## src/rtl/pipeline_hazard_ctrl.sv

```systemverilog
// Stall/flush sequencer for the 5-stage RV32 pipeline: drives latchn/flush of PC, IF/ID, ID/EX, EX/MEM, MEM/WB.
// Optional performance counters are built when HAZARD_PERF_CNT_EN is defined.
module pipeline_hazard_ctrl #(
  parameter int unsigned FLUSH_CYCLES = 1
) (
  input  logic        CLK,
  input  logic        RSTn,
  input  logic [4:0]  id_rs1,
  input  logic [4:0]  id_rs2,
  input  logic        id_uses_rs1,
  input  logic        id_uses_rs2,
  input  logic [4:0]  ex_rd,
  input  logic        ex_is_load,
  input  logic        ex_mispredict,
  input  logic        mem_req,
  input  logic        mem_ready,
  input  logic        halt_i,
  output logic        pc_latchn,
  output logic        ifid_latchn,
  output logic        idex_latchn,
  output logic        exmem_latchn,
  output logic        memwb_latchn,
  output logic        ifid_flush,
  output logic        idex_flush,
  output logic [2:0]  state_o,
  output logic [15:0] stall_cnt_o,
  output logic [15:0] flush_cnt_o
);

  typedef enum logic [2:0] {
    ST_RUN     = 3'd0,
    ST_LDSTALL = 3'd1,
    ST_FLUSH   = 3'd2,
    ST_MEMWAIT = 3'd3,
    ST_HALT    = 3'd4
  } state_e;

  localparam logic [1:0] FLUSH_LOAD = 2'(FLUSH_CYCLES);

  state_e     state_q, state_d;
  state_e     ret_q, ret_d;
  logic [1:0] fcnt_q, fcnt_d;

  logic lu, mw;
  logic hold_all, hold_front, ifid_fl, idex_fl;

  assign lu = ex_is_load & (ex_rd != 5'd0) &
              ((id_uses_rs1 & (id_rs1 == ex_rd)) | (id_uses_rs2 & (id_rs2 == ex_rd)));
  assign mw = mem_req & ~mem_ready;

  // NOTE: every signal written here gets a default first, so no path can infer a latch.
  always_comb begin
    state_d    = state_q;
    ret_d      = ret_q;
    fcnt_d     = fcnt_q;
    hold_all   = 1'b0;
    hold_front = 1'b0;
    ifid_fl    = 1'b0;
    idex_fl    = 1'b0;
    case (state_q)
      ST_RUN: begin
        if (halt_i) begin
          hold_all = 1'b1;
          state_d  = ST_HALT;
        end else if (mw) begin
          hold_all = 1'b1;
          ret_d    = ST_RUN;
          state_d  = ST_MEMWAIT;
        end else if (ex_mispredict) begin
          ifid_fl = 1'b1;
          idex_fl = 1'b1;
          fcnt_d  = FLUSH_LOAD;
          state_d = ST_FLUSH;
        end else if (lu) begin
          hold_front = 1'b1;
          idex_fl    = 1'b1;
          state_d    = ST_LDSTALL;
        end
      end
      // EX already holds the bubble, so a load-use match is stale here.
      ST_LDSTALL: begin
        if (halt_i) begin
          hold_all = 1'b1;
          state_d  = ST_HALT;
        end else if (mw) begin
          hold_all = 1'b1;
          ret_d    = ST_RUN;
          state_d  = ST_MEMWAIT;
        end else begin
          state_d = ST_RUN;
        end
      end
      ST_FLUSH: begin
        if (halt_i) begin
          hold_all = 1'b1;
          state_d  = ST_HALT;
        end else if (mw) begin
          hold_all = 1'b1;
          ret_d    = ST_FLUSH;
          state_d  = ST_MEMWAIT;
        end else begin
          ifid_fl = 1'b1;
          if (fcnt_q == 2'd1) state_d = ST_RUN;
          else                fcnt_d  = fcnt_q - 2'd1;
        end
      end
      ST_MEMWAIT: begin
        if (!mem_ready) hold_all = 1'b1;
        else            state_d  = ret_q;
      end
      ST_HALT: hold_all = 1'b1;
      default: state_d = ST_RUN;
    endcase
  end

  // NOTE: sequential state uses non-blocking assignments so all registers update together on the edge.
  always_ff @(posedge CLK or negedge RSTn) begin
    if (!RSTn) begin
      state_q <= ST_RUN;
      ret_q   <= ST_RUN;
      fcnt_q  <= 2'd0;
    end else begin
      state_q <= state_d;
      ret_q   <= ret_d;
      fcnt_q  <= fcnt_d;
    end
  end

  // Reset forces every register to hold and suppresses bubbles without waiting for an edge.
  assign pc_latchn    = ~RSTn | hold_all | hold_front;
  assign ifid_latchn  = ~RSTn | hold_all | hold_front;
  assign idex_latchn  = ~RSTn | hold_all;
  assign exmem_latchn = ~RSTn | hold_all;
  assign memwb_latchn = ~RSTn | hold_all;
  assign ifid_flush   = RSTn & ifid_fl;
  assign idex_flush   = RSTn & idex_fl;
  assign state_o      = state_q;

`ifdef HAZARD_PERF_CNT_EN
  logic [15:0] stall_cnt_q, flush_cnt_q;
  logic        accept_mp;

  assign accept_mp = (state_q == ST_RUN) & ~halt_i & ~mw & ex_mispredict;

  always_ff @(posedge CLK or negedge RSTn) begin
    if (!RSTn) begin
      stall_cnt_q <= 16'd0;
      flush_cnt_q <= 16'd0;
    end else begin
      if (pc_latchn && (state_q != ST_HALT) && (stall_cnt_q != 16'hFFFF))
        stall_cnt_q <= stall_cnt_q + 16'd1;
      if (accept_mp && (flush_cnt_q != 16'hFFFF))
        flush_cnt_q <= flush_cnt_q + 16'd1;
    end
  end

  assign stall_cnt_o = stall_cnt_q;
  assign flush_cnt_o = flush_cnt_q;
`else
  assign stall_cnt_o = 16'd0;
  assign flush_cnt_o = 16'd0;
`endif

endmodule

```

## config.mk

```make
export PLATFORM = sky130hd
export DESIGN_NAME = pipeline_hazard_ctrl
export DESIGN_NICKNAME = d
export VERILOG_FILES = /design/src/rtl/pipeline_hazard_ctrl.sv
export SDC_FILE = /design/constraint.sdc
export NUM_CORES = 1
export LEC_CHECK = 0
export CORE_AREA = 2 2 57 54
export CTS_BUF_LIST = sky130_fd_sc_hd__clkbuf_8 sky130_fd_sc_hd__clkbuf_16
export DETAILED_ROUTE_END_ITERATION = 10
export DIE_AREA = 0 0 59 56
export MAX_ROUTING_LAYER = met4
export PLACE_DENSITY = 0.77
export SLEW_MARGIN = 15
export SYNTH_ARGS = -nofsm -noshare
export SYNTH_HDL_FRONTEND = slang
export SYNTH_SLANG_ARGS = --single-unit
```

## constraint.sdc

```tcl
create_clock -name CLK -period 1.83 [get_ports CLK]
set_input_delay 0.366 -clock CLK [delete_from_list [all_inputs] [get_ports CLK]]
set_output_delay 0.366 -clock CLK [all_outputs]
set_load 0.005 [all_outputs]
```

After elaboration in Yosys (flattened, before gate mapping). Cells that the tools add are included.

$add $sub $neg: 1. Equality and inequality tests: 19. Muxes and demuxes: 42. Bitwise logic cells: 13. Reductions and logical operators: 9.

Operators with widths (number): $mux W3 (13); $ne A2 B2 Y1 const B (9); $mux W1 (17); $pmux W3 S5 (1); $mux W2 (7); $eq A5 B5 Y1 (2); $and A1 B1 Y1 (7); $reduce_and A7 Y1 (1); $eq A3 B2 Y1 const B (2); $pmux W3 S2 (1); $ne A5 B5 Y1 const B (1); $reduce_and A5 Y1 (1); $reduce_bool A5 Y1 (1); $ne A4 B4 Y1 const B (1); $pmux W2 S2 (1); $reduce_and A4 Y1 (1); $reduce_bool A2 Y1 (2); $eq A3 B1 Y1 const B (1); $eq A3 B3 Y1 const B (1); $logic_not A3 Y1 (1); $not A1 Y1 (3); $or A1 B1 Y1 (3); $pmux W1 S3 (1); $reduce_or A3 Y1 (1); 5 further kinds (5).

Flip-flop bits (word level): 8. Input bits: 24. Word-level logic and storage cells: 87.

Depth between registers and ports, before layout. Gate-level depths: netlist of run 1.

Depth after elaboration: 10. Mapped depth: 7. Depth with buffers taken out: 6.

Worst setup path before layout of run 1. Ideal clock, no wire load.

Path kind: input-to-output. Start: in ex_rd[1]. End: out pc_latchn. Data arrival time: 1421 ps. Data required time: 1464 ps. Path slack: 43 ps. Cell stages on the path: 5. Path through: or4_1 > o21a_1 > nand4_1 > nand3_1 > buf_4.

Word-level cells in the longest chain between the ends: 10.

Ends and longest elaborated chain: from (decl) (line 12) `input logic [4:0] ex_rd,`; $eq A5 B5 Y1 (line 48) `((id_uses_rs1 & (id_rs1 == ex_rd)) | (id_uses_rs2 & (id_rs2 == ex_rd)));`; $and A1 B1 Y1 (line 48); $or A1 B1 Y1 (line 48); $and A1 B1 Y1 (*) (line 47) `assign lu = ex_is_load & (ex_rd != 5'd0) &`; $mux W1 (*) (line 74) `end else if (lu) begin`; $mux W1 (*) (line 69) `end else if (ex_mispredict) begin`; $mux W1 (*) (line 65) `end else if (mw) begin`; $mux W1 (*) (line 62) `if (halt_i) begin`; $mux W1 (*) (line 60) `case (state_q)`; $or A1 B1 Y1 (*); to (decl) (line 18) `output logic pc_latchn,`.

Every way passes the cells marked *; elsewhere a longest branch is shown, timed or not.

Final worst setup path of run 1.
Start: in ex_rd[3]. End: out pc_latchn.

Word-level cells in the longest chain between the ends: 10.

Ends and longest elaborated chain: $eq A5 B5 Y1 (line 48); $and A1 B1 Y1 (line 48); $or A1 B1 Y1 (line 48); $and A1 B1 Y1 (*) (line 47); $mux W1 (*) (line 74); $mux W1 (*) (line 69); $mux W1 (*) (line 65); $mux W1 (*) (line 62); $mux W1 (*) (line 60); $or A1 B1 Y1 (*) (line 130) `assign pc_latchn = ~RSTn | hold_all | hold_front;`.

Marked as above.

==> out/qor.yml, run 1 <==
outcome:
  status: "finished with violations"
  violations: "setup timing"
routing:
  drt_pass1_iterations: 4
  dr_wl_met3_um: 137
  vias_per_cell: 4.31
  drc_errors: 0
  top_layer_used: "met4"
  drt-met1-wl_um: 883
  wl_met2_um: 1330
  drt_iter0_markers: 11
  vias: 867
  wl_per_cell_um: 12.0
  drt-total-wl_um: 2420
  ant_nets: 0
timing:
  hold_viol: 0
  maxSlewViolCount: 0
  skew_ns: 0.00268
  setup_tns_ns: -0.464
  fin_ws_ns: -0.171
  fin_crit_sh_pct: 109
  rsz0062_at_grt: "true"
  setup_viol: 3
  min_period_ns: 2.00
  fmax_ghz: 0.500
floorplan:
  coreArea_um2: 2660
  die_x_um: 59
  io_pins: 66
  die_h_um: 56
  die_area_um2: 3300
  initial_core_util_pct: 32.1
  rows: 18
clock_tree:
  ctsRootBufferMaster: "clkbuf_8"
  clk_pin_slew_ns: 0.04
  clock_latency_ns: 0.23
  htreeDepth: 1
  cts_tree: "built"
  postCtsHoldBufs: 0
  clkSinkCount: 6
  cts_buffers: 3
  clk_path_buf_depth: 2
power_and_ir_drop:
  power_density_nw_per_um2: 718
  total_power_mw: 0.974
  p_leak_nw: 0.636
  irDropWorstVdd_mv: 0.278
placed_design:
  place_ws_ns: -0.785
  place.port_buffers: 33
  dp_hpwl_um: 1800
  dp.cells: 184
  gp_congestion: 0.868
synthesis:
  yosysUniqueCellTypes: 33
  synth_area_leaders: "buf_4, dfrtp_1, xnor2_1"
  synth_flop_cell: "dfrtp_1"
  synth_edf_count: 0
  yosys.area.top_type: "buf_4"
  synth-warning-count: 0
  async_reset_ff_share_pct: 100
  ys_ff_latch: 6
  netlist.area_leader.share_pct: 30.8
  synth_area_per_cell_um2: 7.61
  netlist_instances: 112
  syn_area_um2: 852
  seq_area_frac_synth_pct: 17.6
setup_path:
  end_kind: "output port"
  critPathKind: "in2out"
  crit_fanout: 2
  worstPathRequired_ns: 1.46
  ff2ff_path_depth: 8
  cp_data_arrival_time_ns: 1.64
  crit_path_start_kind: "input port"
cells_and_area:
  layout_commonest_cell: "conb_1"
  layout.cells.non_filler: 201
  drive_above_1_share_pct: 39.2
  syn2layout_area_growth_pct: 59.2
  diodes: 0
  final_cell_mix: "conb_1, buf_4, xnor2_1, dlygate4sd2_1, buf_2"
  nets: 198
global_routing:
  grtUsageTotal_pct: 14.2
  grt_max_degree: 11
  grt_overflow_total: 0
  antenna_found_initial: 0
  grt_pass1_vias: 829
  grt_pass1_wl_um: 3540
job:
  cap_violations: 0
min_path:
  hold_path_class: "in2async"
[final cells by class]
cell class | instances | area [µm²]
fill | 269 | 1300
multi-input combinational | 93 | 593
timing repair buffer | 64 | 514
sequential | 6 | 151
clock buffer | 3 | 41.3
tap | 30 | 37.5
inverter | 5 | 18.8
[state kept, by name, indices dropped and copies added (netlist names)]
name / cells
fcnt_q: 2
ret_q: 1
state_o: 3
[metrics by stage]
stage	hold WS, ns	instance area, µm²	util (%)
floorplan	0.0704	968	-
global placement	0.468	1180	44.4
finish	0.467	1360	51.0
CTS	0.470	1300	49.0
detailed placement	0.489	1180	44.4
global route	0.489	1360	51.0
[cells by family after synthesis]
| kind of cell | after synthesis | synth area share (%) |
|---|---|---|
| and+or+nand+nor | 28 | 17.8 |
| muxes | 1 | 1.32 |
| AOI/OAI and AO/OA | 21 | 15.7 |
| buffers and inverters | 44 | 35.4 |
| adders and majority gates | 1 | 1.47 |
| xor gates and xnor gates | 10 | 10.3 |
| other | 1 | 0.440 |
| DFF | 6 | 17.6 |
[Yosys cell counts (2+ instances only)]
| master | n |
|---|---|
| buf_4 | 35 |
| xnor2_1 | 10 |
| a21oi_1 | 8 |
| nand2_1 | 8 |
| dfrtp_1 | 6 |
| nor2_1 | 6 |
| buf_2 | 4 |
| inv_1 | 4 |
| nand3_1 | 3 |
| nand4_1 | 3 |
| a31oi_1 | 2 |
| o21bai_1 | 2 |
[path summary, 6_finish.rpt]
kind                                             start                      to  slack [ns]
max in group asynchronous                         RSTn  state_o[0]$_DFFE_PN0P_        1.22
min in group CLK                 fcnt_q[1]$_DFFE_PN0P_   fcnt_q[1]$_DFFE_PN0P_        0.50
worst max register to register  state_o[1]$_DFFE_PN0P_   fcnt_q[0]$_DFFE_PN0P_        0.12
worst min register to register   fcnt_q[1]$_DFFE_PN0P_   fcnt_q[1]$_DFFE_PN0P_        0.50
worst min-delay path                              RSTn  state_o[0]$_DFFE_PN0P_        0.47
worst max-delay path                          ex_rd[3]               pc_latchn       -0.17
[worst max-delay path: stages]
cell,delay (ns)
buf_8,0.09
or4_4,0.51
o21a_1,0.20
buf_4,0.14
nand4_1,0.10
nand3_2,0.09
buf_2,0.13
[report_power, final]
group	leakage, nW	internal (mW)	total (mW)	switching, mW
Clock	0.0216	0.142	0.206	0.0645
Sequential	0.0721	0.173	0.211	0.0371
Combinational	0.543	0.298	0.557	0.260
Total	0.636	0.613	0.974	0.361
[repair_timing]
item	in CTS	in global routing
buffers inserted	13	1
endpoints found under the setup margin	7	7
hold endpoints to repair	0	0
gates resized for setup	79	11
pin swaps	24	4
[layer usage]
metal / track usage [%] / vias to the layer above
met2: 26.2 / 37
met4: 6.82 / 0
li1: - / 430
met5: - / -
met1: 14.8 / 394
met3: 0.698 / 6
Note: power is estimated with default switching activity, not from simulation.
==> run 2: changes to the inputs <==
--- a/config.mk
+++ b/config.mk
@@ -12,3 +12,3 @@
 export MAX_ROUTING_LAYER = met4
-export PLACE_DENSITY = 0.77
+export PLACE_DENSITY = 0.78
 export SLEW_MARGIN = 15
--- a/constraint.sdc
+++ b/constraint.sdc
@@ -3,2 +3,2 @@
 set_output_delay 0.366 -clock CLK [all_outputs]
-set_load 0.005 [all_outputs]
+set_load 0.02 [all_outputs]
==> run 2 against run 1 <==
  * The flow still finishes with violations (setup timing)
  * Critical path depth fell by 1
  * First-iteration DRC count increased by 73%
  * Sequential power barely moved
  * Worst hold slack got worse by 0.0015 ns
  * Critical endpoint is now ifid_latchn
  * Combinational power up 15%
  * Setup slack gained 0.079 ns
  * Core utilization is 1.7 points lower
  * Register-to-register slack improved by 0.13 ns
  * Critical path type unchanged
  * Sequential share of layout area is 0.38 points higher
  * Maximum frequency is 4.1% higher
  * Design area decreased by 3.3%
==> out/qor.yml, run 2 (synthesis results as in run 1) <==
cells_and_area:
  drive_above_1_share_pct: 33.9  # -5.2 points
  fin_util_pct: 49.3  # -1.7 points
  diodes: 0  # unchanged
  finish.instance_area_um2: 1310  # -3.3%
  syn2layout_area_growth_pct: 53.9
  final_cell_mix: "conb_1, buf_4, dlygate4sd2_1, xnor2_1, nand2_1"
  nets: 192  # -3.0%
  layout_commonest_cell: "conb_1"
  largest_reg_flops: 3  # unchanged
  layout.cells.non_filler: 195  # -3.0%
setup_path:
  crit_path_start_kind: "input port"
  critPathKind: "in2out"
  cp_data_arrival_time_ns: 1.56  # -0.08 ns
  worstPathRequired_ns: 1.46  # about the same
  crit_fanout: 3  # +1
  end_kind: "output port"
floorplan:
  coreArea_um2: 2660  # unchanged
  rows: 18  # unchanged
  initial_core_util_pct: 32.1  # unchanged
  die_x_um: 59  # unchanged
  io_pins: 66  # unchanged
  die_h_um: 56  # unchanged
  die_area_um2: 3300  # unchanged
clock_tree:
  cts_tree: "built"
  cts_buffers: 3  # unchanged
  clkSinkCount: 6  # unchanged
  clk_path_buf_depth: 2  # unchanged
  clock_latency_ns: 0.22  # about the same
  clk_pin_slew_ns: 0.04  # about the same
  htreeDepth: 1  # unchanged
  ctsRootBufferMaster: "clkbuf_8"
outcome:
  violations: "setup timing"
  status: "finished with violations"
global_routing:
  grtUsageMet3_pct: 1.63  # +0.93 points
  antenna_found_initial: 0  # unchanged
  grt_overflow_total: 0  # unchanged
  top_usage_layer: "met2"
  grt_pass1_wl_um: 3240  # -8.4%
  grtUsageTotal_pct: 12.8  # -1.4 points
  grt_pass1_vias: 761  # -8.2%
  use_met1_pct: 15.7  # +0.88 points
  met2_usage_pct: 21.0  # -5.2 points
  grt_max_degree: 11  # unchanged
power_and_ir_drop:
  total_power_mw: 1.05  # +7.9%
  p_leak_nw: 0.616  # -3.2%
  power_density_nw_per_um2: 801  # +12%
  irDropWorstVdd_mv: 0.279  # +0.39%
routing:
  drt_iter0_markers: 19  # +8
  drc_errors: 0  # unchanged
  drt-total-wl_um: 2100  # -13%
  wl_per_cell_um: 10.8  # -10%
  vias_per_cell: 4.36  # +1.1%
  ant_nets: 0  # unchanged
  drt_pass1_iterations: 5  # +1
  vias: 850  # -2.0%
placed_design:
  dp.cells: 188  # +2.2%
  dp_hpwl_um: 1640  # -9.0%
  place.port_buffers: 33  # unchanged
  gp_congestion: 0.929  # +7.0%
  place_area_um2: 1220  # +3.4%
min_path:
  hold_path_class: "in2async"
timing:
  min_period_ns: 1.92  # -0.0787 ns
  fmax_ghz: 0.520  # +4.1%
  maxSlewViolCount: 0  # unchanged
  skew_ns: 0.00177  # -0.000906 ns
  rsz0062_at_grt: "true"
  fin_ws_ns: -0.0925  # +0.0787 ns
  fin_crit_sh_pct: 105  # -4.3 points
  setup_viol: 6  # +3
  hold_viol: 0  # unchanged
job:
  cap_violations: 0  # unchanged
[run 2: changes by cell type in the layout (fill, tap and decap cells not counted), sizes merged]
cell,before,now
buf,44,36
clkdlybuf4s15,0,3
clkdlybuf4s50,9,7
dlygate4sd2,10,11
[run 2: final timing paths]
kind	cells after the start	from	slack [ns]	endpoint
max in group asynchronous	2	RSTn	1.23	state_o[0]$_DFFE_PN0P_
max	6	ex_rd[1]	-0.09	ifid_latchn
min in group CLK	2	fcnt_q[1]$_DFFE_PN0P_	0.50	fcnt_q[1]$_DFFE_PN0P_
min reg2reg	2	fcnt_q[1]$_DFFE_PN0P_	0.50	fcnt_q[1]$_DFFE_PN0P_
max reg2reg	6	state_o[2]$_DFFE_PN0P_	0.25	fcnt_q[0]$_DFFE_PN0P_
min	2	RSTn	0.47	ret_q[1]$_DFFE_PN0P_
[run 2: power by group]
part           switching [mW]  internal, mW
registers              0.0370         0.173
clock network          0.0604         0.142
logic                   0.337         0.302
[run 2: layout make-up]
class	instances	area, µm²
fill	255	1350
multi-input combinational	93	572
timing repair buffer	58	490
sequential	6	151
clock buffer	3	41.3
tap	30	37.5
inverter	5	18.8
[run 2: timing repair]
| item | CTS | global route |
|---|---|---|
| resized for setup | 76 | 12 |
| hold buffers | 0 | 0 |
| setup buffers | 3 | 1 |
| setup endpoints to repair | 9 | 7 |
| pin swaps | 18 | 14 |
[run 2: through the flow]
| stage | setup TNS, ns | hold slack (ns) | worst slack [ns] |
|---|---|---|---|
| 6_report | -0.306 | 0.465 | -0.0925 |
| 5_1_grt | -0.639 | 0.487 | -0.141 |
| 2_1_floorplan | -0.126 | 0.0704 | -0.0652 |
| 3_3_place_gp | -5.92 | 0.468 | -0.854 |
| 3_5_place_dp | -6.11 | 0.496 | -0.866 |
| 4_1_cts | -0.377 | 0.477 | -0.111 |
[run 2: worst max-delay path, stage by stage]
cell	delay (ns)
buf_6	0.09
or4_4	0.52
o21a_4	0.22
nand4_1	0.10
nand3_2	0.10
buf_6	0.15
[run 2: metal layers]
| metal | part of all wire [%] | vias to the layer above | wire length (µm) |
|---|---|---|---|
| met4 | 0.19 | 0 | 4 |
| met2 | 53 | 43 | 1120 |
| met1 | 39 | 389 | 819 |
| li1 | - | 416 | - |
| met3 | 7.8 | 2 | 163 |
| met5 | 0 | - | 0 |
==> run 3: changes to the inputs <==
Settings changed: REMOVE_ABC_BUFFERS from default to 1.
Clock period 1.83 ns to 1.87 ns, I/O delays scaled along.
==> run 3 against run 2 <==
  * The run still ends with setup timing left
  * Non-clock buffer count shrank 2
  * Clock-buffer cell count did not move
  * Sequential power is 3% lower
  * First-iteration DRC count grew 32%
  * Clock skew increased by 0.00071 ns
  * Critical path depth did not move
  * Global-route usage is 0.78 points higher
  * Highest routed layer unchanged
  * Setup slack better by 0.019 ns
  * Routed wire length up 1.9%
  * Total power is 1.6% lower
  * Critical endpoint is now pc_latchn
  * Critical path type unchanged
==> out/qor.yml, run 3 (synthesis results as in run 1) <==
outcome:
  status: "finished with violations"
  violations: "setup timing"
routing:
  drt_iter0_markers: 25  # +6
  drt-total-wl_um: 2140  # +1.9%
  vias: 845  # -0.59%
  wl_per_cell_um: 11.1  # +3.0%
  drt_pass1_iterations: 4  # -1
  ant_nets: 0  # unchanged
  drc_errors: 0  # unchanged
  vias_per_cell: 4.38  # +0.44%
timing:
  skew_ns: 0.00249  # +0.000713 ns
  setup_tns_ns: -0.209  # +0.0967 ns
  fin_crit_sh_pct: 104
  hold_viol: 0  # unchanged
  fin_ws_ns: -0.0736  # +0.0189 ns
  fmax_ghz: 0.515
  maxSlewViolCount: 0  # unchanged
  min_period_ns: 1.94
  rsz0062_at_grt: "true"
  setup_viol: 3  # -3
clock_tree:
  htreeDepth: 1  # unchanged
  clock_latency_ns: 0.23  # about the same
  clk_pin_slew_ns: 0.04  # about the same
  cts_buffers: 3  # unchanged
  clkSinkCount: 6  # unchanged
  postCtsHoldBufs: 0  # unchanged
  clk_path_buf_depth: 2  # unchanged
  cts_tree: "built"
  ctsRootBufferMaster: "clkbuf_8"
setup_path:
  path_buf_inv: 2  # unchanged
  cpLargestDelayFamily: "simple AND/OR/NAND/NOR gates"
  end_kind: "output port"
  crit_path_start_kind: "input port"
  cpPeakStageDelay_ns: 0.51  # about the same
  cp_data_arrival_time_ns: 1.57  # about the same
  slowest_stage: "or4_4"
  critPathKind: "in2out"
  path_cells: "buf_8 -> or4_4 -> o21a_1 -> nand4_1 -> nand3_2 -> buf_6"
  crit_fanout: 3  # unchanged
  worstPathRequired_ns: 1.50  # +0.04 ns
cells_and_area:
  drive_above_1_share_pct: 34.4  # +0.42 points
  layout_commonest_cell: "conb_1"
  seqCellArea_um2: 151  # unchanged
  syn2layout_area_growth_pct: 52.6
  n_fill_cell: 271  # +6.3%
  largest_reg_flops: 3  # unchanged
  final_cell_mix: "conb_1, buf_4, xnor2_1, clkdlybuf4s50_1, dlygate4sd2_1"
  multi_input_area_um2: 573  # +0.22%
  nets: 190  # -1.0%
  diodes: 0  # unchanged
global_routing:
  grt_pass1_vias: 783  # +2.9%
  grt_max_degree: 11  # unchanged
  grtUsageTotal_pct: 13.6  # +0.78 points
  antenna_found_initial: 0  # unchanged
  grt_overflow_total: 0  # unchanged
  grt_pass1_wl_um: 3460  # +6.8%
floorplan:
  die_area_um2: 3300  # unchanged
  die_x_um: 59  # unchanged
  rows: 18  # unchanged
  die_h_um: 56  # unchanged
  io_pins: 66  # unchanged
  coreArea_um2: 2660  # unchanged
  initial_core_util_pct: 32.1  # unchanged
min_path:
  hold_path_class: "in2async"
power_and_ir_drop:
  total_power_mw: 1.03  # -1.6%
  p_leak_nw: 0.610  # -0.95%
  power_density_nw_per_um2: 795  # -0.78%
  irDropWorstVdd_mv: 0.225  # -19%
placed_design:
  gp_congestion: 0.811  # -13%
  place.port_buffers: 33  # unchanged
  dp_hpwl_um: 1670  # +2.0%
job:
  cap_violations: 0  # unchanged
[run 3: changes by cell type in the layout (fill, tap and decap cells not counted), sizes merged]
cell / before / now
dlygate4sd2: 11 / 8
buf: 36 / 34
clkbuf: 4 / 5
clkdlybuf4s15: 3 / 4
clkdlybuf4s50: 7 / 8
[run 3: stage by stage]
stage,std cells,setup WS [ns],hold WS [ns],util (%),area [µm²]
3_3_place_gp,186,-0.829,0.471,45.0,1200
2_1_floorplan,104,-0.0404,0.0784,-,686
6_report,193,-0.0736,0.458,48.9,1300
3_5_place_dp,186,-0.854,0.482,45.0,1200
4_1_cts,192,-0.0754,0.463,47.7,1270
5_1_grt,193,-0.128,0.476,48.9,1300
[run 3: final cells by class]
cell class / count / area share, %
clock buffer: 3 / 3.18
sequential: 6 / 11.6
multi-input combinational: 93 / 44.1
inverter: 5 / 1.44
tap: 30 / 2.89
timing repair buffer: 56 / 36.8
[run 3: worst register-to-register path, delay by kind of cell (launching register included)]
family | cells | cell delay (ns)
multiplexers | 1 | 0.30
AND/OR/NAND/NOR | 2 | 0.45
buffers and inverters | 3 | 0.37
flip-flops | 1 | 0.44
[run 3: what timing repair did]
action | 4_1_cts | 5_1_grt
endpoints found under the setup margin | 7 | 7
gates resized for setup | 80 | 18
buffers inserted | 3 | 1
pin swaps | 25 | 13
[run 3: power breakdown]
| group | leakage (nW) | switching (mW) | total [mW] | internal, mW |
|---|---|---|---|---|
| clock network | 0.0216 | 0.0654 | 0.205 | 0.139 |
| logic | 0.517 | 0.331 | 0.626 | 0.294 |
| registers | 0.0721 | 0.0338 | 0.203 | 0.170 |
[run 3: final timing paths]
| check | from | end | slack (ns) | cells past startpoint |
|---|---|---|---|---|
| worst max-delay path | ex_rd[4] | pc_latchn | -0.07 | 6 |
| worst min-delay path | RSTn | fcnt_q[0]$_DFFE_PN0P_ | 0.46 | 2 |
| worst max register to register | state_o[0]$_DFFE_PN0P_ | fcnt_q[0]$_DFFE_PN0P_ | 0.20 | 6 |
| worst min register to register | fcnt_q[1]$_DFFE_PN0P_ | fcnt_q[1]$_DFFE_PN0P_ | 0.48 | 2 |
| max in group asynchronous | RSTn | state_o[0]$_DFFE_PN0P_ | 1.27 | 2 |
| min in group CLK | fcnt_q[1]$_DFFE_PN0P_ | fcnt_q[1]$_DFFE_PN0P_ | 0.48 | 2 |
[run 3: metal layers]
metal	vias up	GRT usage (%)	share of wire, %	wire length, µm
met5	-	-	0	0
met4	0	4.87	1.4	31
met3	7	1.63	6.0	129
met2	36	23.0	53	1130
met1	387	16.1	40	854
li1	415	-	-	-
